<file path="src/rtl/rv_pkg.sv">
// Shared RV32I definitions for the instruction encoder/loader and the main decoder.
// Contents:
//   OP_*      7-bit major opcodes; exactly the set the main decoder consumes.
//   fmt_t     host-side instruction format selector (in_fmt encoding).
//   state_t   loader FSM state encoding.
//   fits_signed()  true when a 32-bit value is representable in a signed field.
package rv_pkg;

  localparam logic [6:0] OP_R    = 7'b0110011;
  localparam logic [6:0] OP_I    = 7'b0010011;
  localparam logic [6:0] OP_LOAD = 7'b0000011;
  localparam logic [6:0] OP_S    = 7'b0100011;
  localparam logic [6:0] OP_B    = 7'b1100011;
  localparam logic [6:0] OP_JAL  = 7'b1101111;
  localparam logic [6:0] OP_JALR = 7'b1100111;

  typedef enum logic [2:0] {
    FMT_R    = 3'd0,
    FMT_I    = 3'd1,
    FMT_LOAD = 3'd2,
    FMT_S    = 3'd3,
    FMT_B    = 3'd4,
    FMT_JAL  = 3'd5,
    FMT_JALR = 3'd6,
    FMT_ILL  = 3'd7
  } fmt_t;

  typedef enum logic [1:0] {
    ST_IDLE  = 2'd0,
    ST_LOAD  = 2'd1,
    ST_FLUSH = 2'd2,
    ST_DONE  = 2'd3
  } state_t;

  // A value fits a signed field of 'bits' width when every bit from the
  // field's sign position upward equals bit 31 (pure sign extension).
  function automatic logic fits_signed(input logic [31:0] value, input int bits);
    logic ok;
    ok = 1'b1;
    for (int i = 0; i < 32; i++) begin
      if (i >= bits - 1 && value[i] != value[31]) ok = 1'b0;
    end
    return ok;
  endfunction

endpackage

</file>
<file path="src/rtl/sync_fifo.sv">
// Single-clock FIFO with first-word-fall-through read data.
// Ports:
//   clk, rst        clock, asynchronous active-low reset (empties the FIFO)
//   push, wdata     write one entry (ignored while full)
//   pop             remove the head entry (ignored while empty)
//   rdata           current head entry (valid while !empty)
//   full, empty     occupancy flags
//   count           number of stored entries (0..DEPTH)
module sync_fifo #(
  parameter int DEPTH = 4,
  parameter int W     = 32
) (
  input  logic                     clk,
  input  logic                     rst,
  input  logic                     push,
  input  logic [W-1:0]             wdata,
  input  logic                     pop,
  output logic [W-1:0]             rdata,
  output logic                     full,
  output logic                     empty,
  output logic [$clog2(DEPTH):0]   count
);

  localparam int PW = $clog2(DEPTH);
  localparam int CW = PW + 1;

  logic [W-1:0]  mem [DEPTH];
  logic [PW-1:0] wr_ptr;
  logic [PW-1:0] rd_ptr;
  logic [CW-1:0] cnt;
  logic          do_push;
  logic          do_pop;

  assign full    = (cnt == CW'(DEPTH));
  assign empty   = (cnt == '0);
  assign count   = cnt;
  assign rdata   = mem[rd_ptr];
  assign do_push = push && !full;
  assign do_pop  = pop && !empty;

  // Storage needs no reset: an entry is only read after it was written.
  always_ff @(posedge clk) begin
    if (do_push) mem[wr_ptr] <= wdata;
  end

  // DEPTH is a power of two, so the pointers wrap naturally.
  always_ff @(posedge clk or negedge rst) begin
    if (!rst) begin
      wr_ptr <= '0;
      rd_ptr <= '0;
      cnt    <= '0;
    end else begin
      if (do_push) wr_ptr <= wr_ptr + PW'(1);
      if (do_pop)  rd_ptr <= rd_ptr + PW'(1);
      case ({do_push, do_pop})
        2'b10:   cnt <= cnt + CW'(1);
        2'b01:   cnt <= cnt - CW'(1);
        default: cnt <= cnt;
      endcase
    end
  end

endmodule

</file>
<file path="src/rtl/instr_encoder_loader.sv">
// RV32I instruction encoder and instruction-memory loader.
// Accepts field bundles from the boot/debug host, packs them into 32-bit
// instruction words, buffers them and writes them to consecutive word
// addresses of instruction memory starting at base_addr.
//
// Handshake: a bundle transfers on a rising clk edge where in_valid && in_ready
// are both 1. in_ready is high only in LOAD while the FIFO has room, and does
// not depend on in_valid. The host holds all in_* fields stable while in_valid
// is high and not yet accepted.
//
// Ports:
//   clk, rst                 clock, asynchronous active-low reset
//   start, base_addr         begin a load sequence (IDLE only), first byte address
//   in_valid/in_ready        bundle handshake
//   in_fmt, in_rd, in_rs1, in_rs2, in_funct3, in_funct7, in_imm, in_last
//                            instruction fields; in_last ends the sequence
//   imem_stall               memory cannot take a write this cycle
//   imem_we/imem_addr/imem_wdata   registered write port
//   busy, done, err          status: not idle, end-of-sequence pulse, sticky error
//   dbg_state, dbg_count     FSM state and FIFO occupancy for observation
module instr_encoder_loader
  import rv_pkg::*;
#(
  parameter int DEPTH = 4,
  parameter int AW    = 32
) (
  input  logic                    clk,
  input  logic                    rst,
  input  logic                    start,
  input  logic [AW-1:0]           base_addr,
  input  logic                    in_valid,
  output logic                    in_ready,
  input  logic [2:0]              in_fmt,
  input  logic [4:0]              in_rd,
  input  logic [4:0]              in_rs1,
  input  logic [4:0]              in_rs2,
  input  logic [2:0]              in_funct3,
  input  logic [6:0]              in_funct7,
  input  logic [31:0]             in_imm,
  input  logic                    in_last,
  input  logic                    imem_stall,
  output logic                    imem_we,
  output logic [AW-1:0]           imem_addr,
  output logic [31:0]             imem_wdata,
  output logic                    busy,
  output logic                    done,
  output logic                    err,
  output logic [1:0]              dbg_state,
  output logic [$clog2(DEPTH):0]  dbg_count
);

  state_t        state;
  state_t        state_n;
  logic [AW-1:0] addr;
  logic [31:0]   word;
  logic          legal;
  logic          accept;
  logic          push;
  logic          pop;
  logic [31:0]   fifo_rdata;
  logic          fifo_full;
  logic          fifo_empty;
  fmt_t          fmt;

  assign fmt = fmt_t'(in_fmt);

  // Encoder: pure function of the presented fields.
  always_comb begin
    word  = '0;
    legal = 1'b1;
    case (fmt)
      FMT_R: word = {in_funct7, in_rs2, in_rs1, in_funct3, in_rd, OP_R};
      FMT_I: begin
        word  = {in_imm[11:0], in_rs1, in_funct3, in_rd, OP_I};
        legal = fits_signed(in_imm, 12);
      end
      FMT_LOAD: begin
        word  = {in_imm[11:0], in_rs1, in_funct3, in_rd, OP_LOAD};
        legal = fits_signed(in_imm, 12);
      end
      FMT_JALR: begin
        word  = {in_imm[11:0], in_rs1, 3'b000, in_rd, OP_JALR};
        legal = fits_signed(in_imm, 12);
      end
      FMT_S: begin
        word  = {in_imm[11:5], in_rs2, in_rs1, in_funct3, in_imm[4:0], OP_S};
        legal = fits_signed(in_imm, 12);
      end
      FMT_B: begin
        word  = {in_imm[12], in_imm[10:5], in_rs2, in_rs1, in_funct3,
                 in_imm[4:1], in_imm[11], OP_B};
        legal = fits_signed(in_imm, 13) && !in_imm[0];
      end
      FMT_JAL: begin
        word  = {in_imm[20], in_imm[10:1], in_imm[11], in_imm[19:12], in_rd, OP_JAL};
        legal = fits_signed(in_imm, 21) && !in_imm[0];
      end
      default: legal = 1'b0;
    endcase
  end

  assign in_ready = (state == ST_LOAD) && !fifo_full;
  assign accept   = in_valid && in_ready;
  // Illegal bundles are consumed from the host but never stored.
  assign push     = accept && legal;
  assign pop      = !fifo_empty && !imem_stall;

  sync_fifo #(
    .DEPTH (DEPTH),
    .W     (32)
  ) u_fifo (
    .clk   (clk),
    .rst   (rst),
    .push  (push),
    .wdata (word),
    .pop   (pop),
    .rdata (fifo_rdata),
    .full  (fifo_full),
    .empty (fifo_empty),
    .count (dbg_count)
  );

  always_comb begin
    state_n = state;
    case (state)
      ST_IDLE:  if (start) state_n = ST_LOAD;
      ST_LOAD:  if (accept && in_last) state_n = ST_FLUSH;
      // The final pop's registered strobe is on the port during the cycle the
      // FIFO reads empty, so DONE lands one cycle after the last write.
      ST_FLUSH: if (fifo_empty) state_n = ST_DONE;
      ST_DONE:  state_n = ST_IDLE;
      default:  state_n = ST_IDLE;
    endcase
  end

  always_ff @(posedge clk or negedge rst) begin
    if (!rst) begin
      state      <= ST_IDLE;
      addr       <= '0;
      err        <= 1'b0;
      imem_we    <= 1'b0;
      imem_addr  <= '0;
      imem_wdata <= '0;
    end else begin
      state   <= state_n;
      imem_we <= pop;
      if (pop) begin
        imem_addr  <= addr;
        imem_wdata <= fifo_rdata;
      end
      if (state == ST_IDLE && start) begin
        addr <= base_addr & ~AW'(3);
        err  <= 1'b0;
      end else begin
        if (pop) addr <= addr + AW'(4);
        if (accept && !legal) err <= 1'b1;
      end
    end
  end

  assign busy      = (state != ST_IDLE);
  assign done      = (state == ST_DONE);
  assign dbg_state = state;

endmodule

</file>
<file path="config.mk">
export PLATFORM = sky130hd
export DESIGN_NAME = instr_encoder_loader
export DESIGN_NICKNAME = d
export VERILOG_FILES = /design/src/rtl/rv_pkg.sv /design/src/rtl/sync_fifo.sv /design/src/rtl/instr_encoder_loader.sv
export SDC_FILE = /design/constraint.sdc
export NUM_CORES = 1
export LEC_CHECK = 0
export ABC_AREA = 1
export CAP_MARGIN = 20
export CORE_ASPECT_RATIO = 1.1
export CORE_MARGIN = 1
export CORE_UTILIZATION = 48
export DETAILED_ROUTE_END_ITERATION = 8
export GPL_TIMING_DRIVEN = 1
export PLACE_DENSITY = 0.82
export SLEW_MARGIN = 20
export SYNTH_ARGS = -nofsm -noshare
export SYNTH_HDL_FRONTEND = slang
export SYNTH_SLANG_ARGS = --single-unit
</file>
<file path="constraint.sdc">
create_clock -name clk -period 2.86 [get_ports clk]
set_input_delay 0.715 -clock clk [delete_from_list [all_inputs] [get_ports clk]]
set_output_delay 0.715 -clock clk [all_outputs]
set_load 0.05 [all_outputs]
</file>
# After elaboration in Yosys (flattened, before gate mapping)
# Memory sizes are Yosys's and may differ from the RTL's. A register that Yosys moved wholly into a read port is not among the register bits.
# Index checks and enable logic that the tools add are counted.
[classes]
n_reduce_logical = 26
add_sub_neg = 5
muxes = 65
n_eq_ne = 35
[ops]
columns = ["op", "count"]
rows = [
  ["case mux 32 bit (7 select lines)", 1],
  ["two-way mux 32 bit", 2],
  ["two-way mux 1 bit", 56],
  ["adder 32 x 3 -> 32 bit, second input constant", 1],
  ["!= test 1 bit", 20],
  ["equality test 3 bit, second input constant", 4],
  ["logical AND 1 bit", 11],
  ["case mux 2 bit (4 select lines)", 1],
  ["nonzero test 2 bit", 4],
  ["equality test 2 bit, second input constant", 3],
  ["equality test 3 x 2 -> 1 bit, second input constant", 2],
  ["zero test 1 bit", 6],
  ["zero test 3 bit", 2],
  ["two-way mux 2 bit", 3],
  ["case mux 3 bit (2 select lines)", 1],
  ["adder 2 x 1 -> 2 bit, second input constant", 2],
  ["equality test 2 x 1 -> 1 bit, second input constant", 2],
  ["!= test 2 x 1 -> 1 bit, second input constant", 2],
  ["case mux 1 bit (4 select lines)", 1],
  ["OR reduction 4 bit", 1],
  ["adder 3 x 1 -> 3 bit, second input constant", 1],
  ["equality test 3 x 1 -> 1 bit, second input constant", 1],
  ["AND reduction 3 bit", 1],
  ["subtractor 3 x 1 -> 3 bit, second input constant", 1],
  ["2 further kinds", 2],
]
[word_totals]
in_bits = 98
reg_bits = 75
memories = 1
elab_cells = 140
ramBits = 128
out_inout_bits = 74
[memory_table]
columns = ["memory", "depth", "width", "rd", "rd_ports_with_merged_regs", "write_ports", "line_no", "text"]
rows = [
  ["u_fifo.mem", 4, 32, 1, 1, 1, "sync_fifo.sv:27", "logic [W-1:0] mem [DEPTH];"],
]

# Longest topological paths before layout
[depth]
depth_word = 27
depth_mapped = 16

# Cells and area by module
# From an unflattened synthesis, not the netlist that was laid out.
[hier_totals]
cells_unflattened = 1206
area_unflattened_um2 = 11058.1
[by_module_without_submodules]
columns = ["module", "seq_area_each_um2", "cells_per_inst", "area_each_um2", "instances"]
rows = [
  ["sync_fifo", 4018.9, 435, 5584.1, 1],
  ["instr_encoder_loader", 2402.3, 771, 5474.0, 1],
]

# Least setup slack after synthesis
# OpenSTA, ideal clock, no wires.
[synth_timing]
path_kind = "input port to flip-flop"
from = "input in_imm[31]"
to = "memory u_fifo.mem[1][10], enable pin"
slack_ns = -0.420
t_arrival_ns = 2.861
cell_stages = 11
setup_time_ns = 0.419
n_path_buf = 1
path_cell_list = "buf_6 or2_1 nor2_1 nand2_1 nand2_1 nand2_1 inv_1 nand2_1 nand2_2 nand2_4 nor2_1"
[synth_between]
elab_chain_len = 27
word_cells_on_any_way = 79
classes_between = "20 x eq/ne; 55 x mux; 4 x reduce/logical"
[synth_lines]
columns = ["item", "line_no", "text"]
rows = [
  ["from (decl)", "instr_encoder_loader.sv:39", "input logic [31:0] in_imm,"],
  ["!= test 1 bit", "-", ""],
  ["two-way mux 1 bit (19 in a row)", "rv_pkg.sv:41", "if (i >= bits - 1 && value[i] != value[31]) ok = 1'b0;"],
  ["two-way mux 1 bit", "instr_encoder_loader.sv:71", "case (fmt)"],
  ["logical AND 1 bit", "instr_encoder_loader.sv:92", "legal = fits_signed(in_imm, 13) && !in_imm[0];"],
  ["case mux 1 bit (4 select lines) *", "instr_encoder_loader.sv:71", ""],
  ["logical AND 1 bit *", "instr_encoder_loader.sv:105", "assign push = accept && legal;"],
  ["logical AND 1 bit *", "sync_fifo.sv:38", "assign do_push = push && !full;"],
  ["two-way mux 1 bit *", "sync_fifo.sv:43", "if (do_push) mem[wr_ptr] <= wdata;"],
  ["two-way mux 1 bit (not written as such) *", "sync_fifo.sv:43", ""],
  ["to (decl)", "sync_fifo.sv:27", ""],
]
# Every way passes the cells marked *; elsewhere a longest branch is shown, timed or not. The select of a mux whose other input is x is not followed.

# Worst setup path in the final report
[layout_timing]
from = "register state[1], in the netlist dbg_state[1]"
to = "output in_ready"
[layout_between]
elab_chain_len = 2
[layout_lines]
columns = ["item", "line_no", "text"]
rows = [
  ["from (decl)", "instr_encoder_loader.sv:52", "state_t state;"],
  ["from (signal assigned)", "instr_encoder_loader.sv:145", "state <= state_n;"],
  ["equality test 2 x 1 -> 1 bit", "instr_encoder_loader.sv:102", "assign in_ready = (state == ST_LOAD) && !fifo_full;"],
  ["logical AND 1 bit", "instr_encoder_loader.sv:102", ""],
  ["to (decl)", "instr_encoder_loader.sv:32", "output logic in_ready,"],
]
# No other way between the ends.

==> impl_metrics.ini <==
[layout]
fin_cells = 1610
nets = 1414
diodes = 0
multi_input_area_um2 = 3541
seqCellArea_um2 = 6277
fill_cells = 1654
postLayoutCellArea_um2 = 13410
syn_to_final_growth_pct = 29.27
drive_gt1_share_pct = 9.773

[logic_synthesis]
synth.distinct_cells = 43
synthTopCellsByCount = 235 x nor2_1, 193 x nand2_1, 124 x edfxtp_1
yosys_warnings = 0
synth_most_common_cell = nor2_1
postSynthCellCount = 1104
netlist_area_um2 = 10370
yosys.area.top_type = edfxtp_1
synthArstFlopShare_pct = 45.13
synth-edff-count = 124
netlist_top_cells_area = edfxtp_1 36%, dfrtp_1 25%, nor2_1 8.5%, nand2_1 7.0%, o21ai_0 5.7%
netlist.area_leader.share_pct = 35.90
ys_ff_latch = 226
syn_area_per_cell_um2 = 9.394
ys.flop_type = edfxtp_1
ys_seq_area_share_pct = 60.51

[timing]
fin_skew_ns = 0.01276
min_period_ns = 2.669
slew_headroom_pct = 36.46
rsz0062_at_grt = false
layout_setup_ws_ns = 0.1906
timing.fmax_mhz = 374.6
slew_viol_final = 0
setup_tns_ns = 0
setup_viol = 0
finalHoldViolations = 0
final.period_utilization_pct = 93.34
tightest_slew_ns = 0.9531

[place]
gp_congestion = 0.9247
place_inst = 1570
place_area_um2 = 12640
port-buffer-count = 167
place_ws_ns = -0.2397
hpwl_mm = 18.12

[cts]
cts_made_buffers = 22
clk_pin_slew_ns = 0.07
cts-root-buf = clkbuf_16
cts_buffer_depth = 3
worstSkewPairLatency_ns = 0.51
htree_levels = 1
cts_tree = done
cts_sinks = 226

[setup_path]
r2r_start = dbg_state[1]$_DFFE_PN0P_
crit_slowest_cell = dlygate4sd2_1
r2r_setup_slack_ns = 0.63
cp.required_ns = 2.14
worstSetupPathType = flop to output pin
path_max_fanout = 4
max_stage_delay_ns = 0.54
crit_path_start_kind = flop
crit_start = dbg_state[1]$_DFFE_PN0P_
path_cells = inv_1 -> ha_1 -> inv_1 -> a31oi_1 -> dlygate4sd2_1
cp.arrival_ns = 1.95
crit_path_frequent_cell = inv_1
endpoint_kind = output pin

[route]
avgViaCountPerCell = 5.330
drt-total-wl_mm = 26.37
wl_per_cell_um = 16.38
num_vias = 8582
final_antenna_net_count = 0
post-route-drc-count = 0
drt_iter0_drc = 674
drtPass1Iterations = 5

[job]
maxCapViolCount = 0

[die]
core_um2 = 21230
chipHeight_um = 156.2
io_pins = 172
die_x_um = 142.2
initial_core_util_pct = 48.85
rows = 56
fp.dieArea_um2 = 22200

[power]
power_density_nw_per_um2 = 1044
finalPower_mw = 13.99
p_leak_nw = 5.478
peakVddDrop_mv = 0.5528

[outcome]
outcome = finished, final reports clean

[global_route]
grt_pass1_wl_mm = 41.50
grt_max_degree = 64
grtUsageTotal_pct = 24.22
antenna_found_initial = 0
grt_pass1_vias = 8345
grt_overflow = 0

[hold_path]
hold_path.class = primary input to async pin
-- routing by layer --
layer / share of wire, % / global-route usage, % / vias up
met2: 50 / 42.81 / 399
met3: 7.1 / 3.254 / 64
met5: 0 / 0 / -
met1: 39 / 29.23 / 4025
li1: - / - / 4094
met4: 3.7 / 11.26 / 0
-- per-stage QoR --
step,utilization [%],hold slack (ns)
floorplan,-,0.4194
global placement,59.55,0.4659
detailed placement,59.55,0.4691
CTS,63.14,0.1915
global route,63.15,0.2156
finish,63.15,0.1737
-- final timing paths --
path,cells after the start,to
min reg2reg,2,imem_addr[10]$_DFFE_PN0P_
max reg2reg,10,u_fifo.count[2]$_DFFE_PN0P_
min in group clk,2,imem_addr[10]$_DFFE_PN0P_
max,5,in_ready
max in group asynchronous,2,imem_wdata[18]$_DFFE_PN0P_
min,1,addr[31]$_DFFE_PN0N_
-- kinds of logic after synthesis --
group / after synthesis / synth area share, %
xor gates and xnor gates: 14 / 1.182
DFF: 226 / 60.51
buffers and inverters: 135 / 5.429
and+or+nand+nor: 517 / 20.71
adders and majority gates: 12 / 1.520
other: 1 / 0.03616
AOI/OAI and AO/OA: 199 / 10.60
-- sequential cells by signal, summed over array words and instances, names as in the netlist --
register,count
imem_addr,30
imem_we,1
u_fifo.mem,124
err,1
u_fifo.wr_ptr,2
u_fifo.count,3
addr,30
dbg_state,2
u_fifo.rd_ptr,2
imem_wdata,31
-- critical path, delay by kind of cell (launching register included) --
kind / cells / cell delay (ns)
compound gates: 1 / 0.12
buf+inv: 3 / 0.73
flops: 1 / 0.42
fa+ha+maj: 1 / 0.18
-- where the power goes --
part	switching, mW	internal (mW)
Combinational	4.20	1.98
Clock	1.21	1.84
Sequential	0.584	4.19
-- final cells by class --
class | instances | share of cell area, %
Tap cell | 290 | 2.706
Multi-Input combinational cell | 744 | 26.41
Clock inverter | 12 | 1.251
Timing Repair Buffer | 222 | 15.91
Clock buffer | 28 | 4.433
Inverter | 88 | 2.464
Sequential cell | 226 | 46.82
-- cells in the final DEF, fill, tap and decap left out, types with 4 or more instances in the layout --
cell             instances
a21oi_1                 12
a22o_1                   5
a31oi_1                 33
buf_12                   4
buf_4                   52
bufinv_16                4
clkbuf_1                 5
clkbuf_16               23
clkdlybuf4s50_1        164
dfrtp_1                101
edfxtp_1               124
ha_1                    11
inv_1                   79
inv_2                    9
nand2_1                193
nand2_2                  6
nand3_1                 40
nand4_1                  9
nor2_1                 233
nor2_2                  10
nor3_1                  11
o211ai_1                 5
o21ai_0                119
o21ai_1                 13
o22ai_1                  6
xor2_1                  12
-- repair_timing --
action / 4_1_cts / 5_1_grt
buffers inserted: 0 / 0
gates resized for setup: 1 / 1
setup endpoints to repair: 1 / 1
hold buffers: 0 / 0
No activity file was read; power rests on OpenSTA's default activity.
